==> src/rtl/sd_req_arbiter.sv <==
// Two-requester round-robin front end for the user_io SD block handshake.
// Optional REQ-state abort counter: define SD_ARB_TIMEOUT_EN.
module sd_req_arbiter #(
    parameter int          SYNC_STAGES = 2,
    parameter logic [23:0] TIMEOUT     = 24'hFFFFFF
) (
    input  logic        clk_sys,
    input  logic        reset,
    input  logic [1:0]  req_rd,
    input  logic [1:0]  req_wr,
    input  logic [31:0] req_lba0,
    input  logic [31:0] req_lba1,
    input  logic [7:0]  req_buff_din0,
    input  logic [7:0]  req_buff_din1,
    output logic [1:0]  req_busy,
    output logic [1:0]  req_done,
    output logic [1:0]  req_err,
    output logic [1:0]  req_buff_wr,
    output logic [31:0] sd_lba,
    output logic        sd_rd,
    output logic        sd_wr,
    input  logic        sd_ack,
    input  logic        sd_ack_conf,
    input  logic        sd_buff_wr,
    output logic [7:0]  sd_buff_din
);

    typedef enum logic [1:0] {IDLE, REQ, XFER, DONE} state_t;

    state_t                 state_q;
    logic [SYNC_STAGES-1:0] ack_sync_q;
    logic [SYNC_STAGES-1:0] conf_sync_q;
    logic                   ptr_q;
    logic [31:0]            lba_q;
    logic                   rd_q;
    logic                   wr_q;
    logic [1:0]             busy_q;
    logic [1:0]             done_q;
    logic                   ack_s;
    logic [1:0]             pend;
    logic                   sel;
    logic                   unused_conf;

    always_ff @(posedge clk_sys or posedge reset) begin
        if (reset) begin
            ack_sync_q  <= '0;
            conf_sync_q <= '0;
        end else begin
            ack_sync_q  <= {ack_sync_q[SYNC_STAGES-2:0], sd_ack};
            conf_sync_q <= {conf_sync_q[SYNC_STAGES-2:0], sd_ack_conf};
        end
    end

    assign ack_s = ack_sync_q[SYNC_STAGES-1];

    // On a tie the requester that did not win last time gets the grant.
    always_comb begin
        pend = req_rd | req_wr;
        sel  = (pend == 2'b11) ? ~ptr_q : pend[1];
    end

`ifdef SD_ARB_TIMEOUT_EN
    logic [23:0] cnt_q;
    logic [1:0]  err_q;

    assign req_err     = err_q;
    assign unused_conf = conf_sync_q[SYNC_STAGES-1];
`else
    assign req_err     = 2'b00;
    assign unused_conf = conf_sync_q[SYNC_STAGES-1] ^ (^TIMEOUT);
`endif

    always_ff @(posedge clk_sys or posedge reset) begin
        if (reset) begin
            state_q <= IDLE;
            ptr_q   <= 1'b1;
            lba_q   <= '0;
            rd_q    <= 1'b0;
            wr_q    <= 1'b0;
            busy_q  <= '0;
            done_q  <= '0;
`ifdef SD_ARB_TIMEOUT_EN
            cnt_q   <= '0;
            err_q   <= '0;
`endif
        end else begin
            done_q <= '0;
`ifdef SD_ARB_TIMEOUT_EN
            err_q  <= '0;
`endif
            unique case (state_q)
                IDLE: begin
                    if (|pend) begin
                        ptr_q   <= sel;
                        lba_q   <= sel ? req_lba1 : req_lba0;
                        rd_q    <= req_rd[sel];
                        wr_q    <= req_wr[sel] & ~req_rd[sel];
                        busy_q  <= sel ? 2'b10 : 2'b01;
                        state_q <= REQ;
`ifdef SD_ARB_TIMEOUT_EN
                        cnt_q   <= '0;
`endif
                    end
                end
                REQ: begin
                    if (ack_s) begin
                        rd_q    <= 1'b0;
                        wr_q    <= 1'b0;
                        state_q <= XFER;
`ifdef SD_ARB_TIMEOUT_EN
                    end else if (cnt_q == TIMEOUT - 24'd1) begin
                        rd_q    <= 1'b0;
                        wr_q    <= 1'b0;
                        busy_q  <= '0;
                        err_q   <= busy_q;
                        state_q <= IDLE;
                    end else begin
                        cnt_q   <= cnt_q + 24'd1;
`endif
                    end
                end
                XFER: begin
                    if (!ack_s) begin
                        done_q  <= busy_q;
                        busy_q  <= '0;
                        state_q <= DONE;
                    end
                end
                DONE: state_q <= IDLE;
                default: state_q <= IDLE;
            endcase
        end
    end

    assign sd_lba      = lba_q;
    assign sd_rd       = rd_q;
    assign sd_wr       = wr_q;
    assign req_busy    = busy_q;
    assign req_done    = done_q;
    assign req_buff_wr = {2{sd_buff_wr}} & busy_q;

    always_comb begin
        sd_buff_din = 8'h00;
        if (busy_q[0])
            sd_buff_din = req_buff_din0;
        else if (busy_q[1])
            sd_buff_din = req_buff_din1;
    end

endmodule

==> config.mk <==
export PLATFORM = sky130hd
export DESIGN_NAME = sd_req_arbiter
export DESIGN_NICKNAME = d
export VERILOG_FILES = /design/src/rtl/sd_req_arbiter.sv
export SDC_FILE = /design/constraint.sdc
export NUM_CORES = 1
export LEC_CHECK = 0
export CORE_ASPECT_RATIO = 0.9
export CORE_MARGIN = 8
export CORE_UTILIZATION = 39
export DETAILED_ROUTE_END_ITERATION = 16
export PLACE_DENSITY_LB_ADDON = 0.08
export REMOVE_ABC_BUFFERS = 1
export SLEW_MARGIN = 10
export SYNTH_ARGS = -nofsm -noshare
export SYNTH_HDL_FRONTEND = slang
export SYNTH_SLANG_ARGS = --single-unit
export TNS_END_PERCENT = 5
==> constraint.sdc <==
create_clock -name clk_sys -period 4.9 [get_ports clk_sys]
set_clock_uncertainty 0.15 [all_clocks]
set_input_delay 0.735 -clock clk_sys [delete_from_list [all_inputs] [get_ports clk_sys]]
set_output_delay 0.735 -clock clk_sys [all_outputs]
set_load 0.03 [all_outputs]
# ---- After elaboration in Yosys (flattened, before gate mapping)
# Cells that the tools add are included.
dict set report classes {
  addsub 0
  n_mux 23
  n_eq_ne 7
  n_reduce_logical 8
  div_mod_pow 0
  multipliers 0
  shifts 0
  bitwise 5
  n_lt_le_gt_ge 1
}
# operator n
set ops {}
lappend ops {{$mux 32} 1}
lappend ops {{$mux 2} 8}
lappend ops {{$mux 8} 2}
lappend ops {{$reduce_and 3->1} 3}
lappend ops {{$mux 1} 8}
lappend ops {{$pmux 2 s4} 1}
lappend ops {{$eq 2x2->1 const B} 3}
lappend ops {{$ne 2x2->1 const B} 3}
lappend ops {{$pmux 1 s2} 2}
lappend ops {{$pmux 2 s2} 1}
lappend ops {{$reduce_bool 2->1} 2}
lappend ops {{$and 2x2->2} 1}
lappend ops {{$eq 2x1->1 const B} 1}
lappend ops {{$logic_not 2->1} 1}
lappend ops {{$lt 1x2->1 const B} 1}
lappend ops {{$not 1->1} 2}
lappend ops {{$or 2x2->2} 1}
lappend ops {{$reduce_and 2->1} 1}
lappend ops {{$reduce_or 2->1} 1}
lappend ops {{$and 1x1->1} 1}
dict set report totals {
  latchBits 0
  reg_bits 43
  elab_cells 52
  ramBits 0
  mem_bits_ro 0
  inputBits 89
  memories 0
  output_inout_bits 50
}

# ---- Logic depth before layout (Yosys ltp)
dict set report depth {
  depth_word 9
  depth_mapped 7
}

# ---- Least setup slack after synthesis
# No wires, ideal clock.
dict set report synth_path {
  kind {register -> output}
  start {register busy_q[1], in the netlist req_busy[1]}
  end {output port sd_buff_din[0]}
  stages_incl_launch_ff 4
  setup_slack_ps 2746
  arrival_time_ps 1269
  cell_sequence {dfrtp_1 -> nor2b_1 -> clkbuf_1 -> a22o_1}
}
dict set report synth_between {
  elab_chain_len 2
}
# item line
set synth_lines {}
lappend synth_lines {{start: declaration} 37} ;# logic [1:0] busy_q;
lappend synth_lines {{start signal: assignment} 98} ;# busy_q <= sel ? 2'b10 : 2'b01;
lappend synth_lines {{$mux 8} 146} ;# else if (busy_q[1])
lappend synth_lines {{$mux 8} 144} ;# if (busy_q[0])
lappend synth_lines {{end: declaration} 25} ;# output logic [7:0] sd_buff_din
# Every way passes these cells.

# ---- Worst setup path after layout
dict set report layout_path {
  start {register busy_q[0], in the netlist req_busy[0]}
  end {output port sd_buff_din[6]}
}
dict set report layout_between {
  elab_chain_len 1
}
# item line
set layout_lines {}
lappend layout_lines {{$mux 8} 144}
# Every way passes these cells.

==> key figures <==
GRT
  – Largest net degree at the start of global routing: approximately 70
  – Wire length of the first global-routing pass: 10,100 um
  – Gr usage total: between 10% and 20%
  – Total overflow reported by the global router: 0
  – Vias in the first global route: approximately 2,100
  – Number of antenna violations at the first check in global routing: 0

Setup path
  – Kind of start point of the critical path: flop
  – Setup slack, reg-to-reg: around 2.8 ns
  – Kind of critical path: flop to output port
  – Type of destination of the critical path: output port
  – Critical Path Source: req_busy[0]
  – Startpoint of the lowest-slack register-to-register path: ptr_q
  – Critical Path End: sd_buff_din[6]
  – Highest fanout seen on the critical path: 13
  – Register-to-Register Path Depth: 5
  – Arrival time at the worst endpoint: ~2.2 ns
  – CP required: about 4 ns
  – Endpoint of the lowest-slack register-to-register path: sd_lba[2]

Logic synthesis
  – Share of synthesized area occupied by flip-flops and latches: 49.7%
  – Yosys warns: 0
  – Number of distinct library cells after synthesis: 34
  – Synth Register Bits: 43
  – Number of instances in the synthesized netlist: 211
  – Netlist area before placement: between 2000 and 2500 sq um
  – Mean Syn Cell Area: just over 10 sq um

Min path
  – Type of the most critical hold path: flop to flop
  – Hold depth: 0

Placement
  – Placed Cells: 400
  – Port Buffer Count: 135
  – Half-perimeter wire length after detailed placement: approximately 5100 um
  – Placed Instance Area: between 3000 and 4000 sq um
  – Weighted congestion at the end of routability-driven global placement: about 0.74

Drt
  – Final ANT Viol Nets: 0
  – Routed via count: 1,964
  – DR iter-0 viols: 35
  – Detailed-route wire length per cell: ~16 um
  – First-pass DRT Iterations: 4
  – Post-route DRC: 0
  – Detail-routed via count per cell: 4.81
  – Post-detailed-routing wire length: approximately 6300 um

Timing
  – Final hold violations: 0
  – Summed negative setup slack over all endpoints: 0 ns
  – Final max-slew violation count: 0
  – Share of the clock period used by the worst path: 63.8%
  – Number of failing setup endpoints in the final timing report: 0
  – Slew of the pin with the lowest slew margin: between 1 and 1.5 ns
  – Worst relative slew slack: 32.6%
  – Unrepaired setup endpoints after global routing: no
  – Maximum clock rate: between 300 and 400 MHz
  – Period minus WS final: approximately 3.1 ns

CTS
  – Clock-pin slew reported for the worst setup and hold paths after clock tree synthesis: 0.08 ns
  – Count of hold buffers inserted by post-cts repair: 0
  – Latest clock arrival within the worst-skew pair: ~0.3 ns
  – Htree depth: 2
  – Post-cts gate resize count: 0
  – Inserted Clock Buffers: 5
  – Root Driver: clkbuf_8
  – Clk sink count: 43
  – Post-CTS setup buffer count: 0
  – CTS tree: done
  – Buffer levels on the longest clock path: 2

Status
  – Outcome: finished clean

Final layout
  – Final layout net count: 433
  – Number of antenna diodes: 0
  – Proportion of layout cells with a drive suffix above 1: under 10%
  – Synth-to-layout area growth: 67.9%
  – Most frequent standard cell in the layout excluding fill and tap cells: clkdlybuf4s50_1
  – Number of standard cells in the final layout excluding fillers: about 410
  – Final-layout fill cell count: about 460
  – Design Area, Final: around 3600 sq um
  – Leading cell types in the layout, fill and taps excluded: clkdlybuf4s50_1 (135), dfrtp_1 (42), nand2_1 (37)

Die
  – Initial Utilization: ~40%
  – Area enclosed by the die boundary: 8200 sq um
  – Number of placement rows: 25
  – DIE HEIGHT: just under 90 um
  – Core Box Area: roughly 5300 sq um
  – Horiz. Die Dim: between 90 and 100 um
  – Number of primary I/O pins: 139

Power
  – Leakage power figure: about 1.6 nW
  – Worst VDD drop: around 0.0003 V
  – Total power density per cell area: about 600 nW/um^2

Job
  – Count of max-cap constraint violations: 0
## layer usage
layer / vias up / track usage (%) / part of all wire (%)
met5: - / 0 / 0
met4: 0 / 3.97 / 1.2
met3: 8 / 7.17 / 9.0
met2: 69 / 27.1 / 51
met1: 900 / 16.5 / 39
li1: 987 / - / -
## cells in the mapped netlist
library cell	number	share of area, %
and2_1	2	0.58
and3b_1	2	0.81
o32ai_1	1	0.40
buf_2	4	0.92
mux2i_1	32	15
a21oi_1	1	0.23
a31oi_1	1	0.29
a22o_1	8	3.2
o2bb2ai_1	1	0.40
dfstp_2	1	1.2
o21ai_2	2	0.81
inv_1	7	1.2
dfrtp_1	42	49
o221ai_1	1	0.40
o22ai_1	1	0.29
buf_6	4	2.1
o21a_1	1	0.35
o21ai_1	6	1.4
nand2b_1	2	0.58
o311ai_0	1	0.40
o21ai_0	30	6.9
clkbuf_2	2	0.46
nor2b_1	2	0.58
o211ai_1	1	0.35
nand2_1	37	6.4
nor2_1	5	0.87
o21ba_2	1	0.46
conb_1	1	0.17
nand3b_1	1	0.35
or4_4	1	0.52
ha_1	4	2.3
clkbuf_1	2	0.35
nand2_2	1	0.29
buf_4	3	1.0
## logic make-up after synthesis
| group | Yosys count | synth area share (%) |
|---|---|---|
| buf+inv | 22 | 6.07 |
| mux | 32 | 14.8 |
| compound gates | 56 | 15.9 |
| other cells | 1 | 0.173 |
| simple gates | 53 | 11.0 |
| fa+ha+maj | 4 | 2.31 |
| flops | 43 | 49.7 |
## worst max-delay path: stages, from the launching register on
cell and delay, ns:
dfrtp_1 0.53, nor2b_1 0.52, a22o_1 0.22, clkdlybuf4s50_1 0.68
## worst min-delay path by stage
stage	to	start
5_1_grt	ack_sync_q[1]	ack_sync_q[0]
3_3_place_gp	ack_sync_q[1]	ack_sync_q[0]
3_5_place_dp	ack_sync_q[1]	ack_sync_q[0]
2_1_floorplan	ack_sync_q[1]	ack_sync_q[0]
6_report	ack_sync_q[1]	ack_sync_q[0]
4_1_cts	ack_sync_q[1]	ack_sync_q[0]
## flip-flops by register name (all words and copies together), names as in the netlist
register,flops
sd_lba,32
ack_sync_q,2
req_busy,2
req_done,2
state_q,2
ptr_q,1
sd_rd,1
sd_wr,1
## through the flow
| stage | utilization, % | power [mW] | hold WS (ns) | worst slack (ns) |
|---|---|---|---|---|
| after CTS | 68.4 | 2.23 | 0.205 | 1.76 |
| after global routing | 68.4 | 2.34 | 0.207 | 1.72 |
| after floorplan | - | 1.41 | 0.181 | 0.0143 |
| final | 68.4 | 2.19 | 0.202 | 1.77 |
| after detailed placement | 66.2 | 1.93 | 0.187 | 1.63 |
| after global placement | 66.2 | 1.90 | 0.182 | 1.71 |
## final cells by class
cell class              count  area, sq um  share of cell area [%]
clock buffers               6         82.6                    2.27
clock inverters             2         35.0                   0.964
inverters                   7         26.3                   0.723
multi-input cells         147          972                    26.7
flip-flops and latches     43         1080                    29.6
well taps                  67         83.8                    2.31
repair buffers            136         1360                    37.4
## power breakdown
group	total, mW	switching [mW]	internal [mW]
clock network	0.287	0.122	0.165
registers	0.612	0.0914	0.521
logic	1.29	0.746	0.545
total	2.19	0.959	1.23
Note: power is estimated with default switching activity, not from simulation.
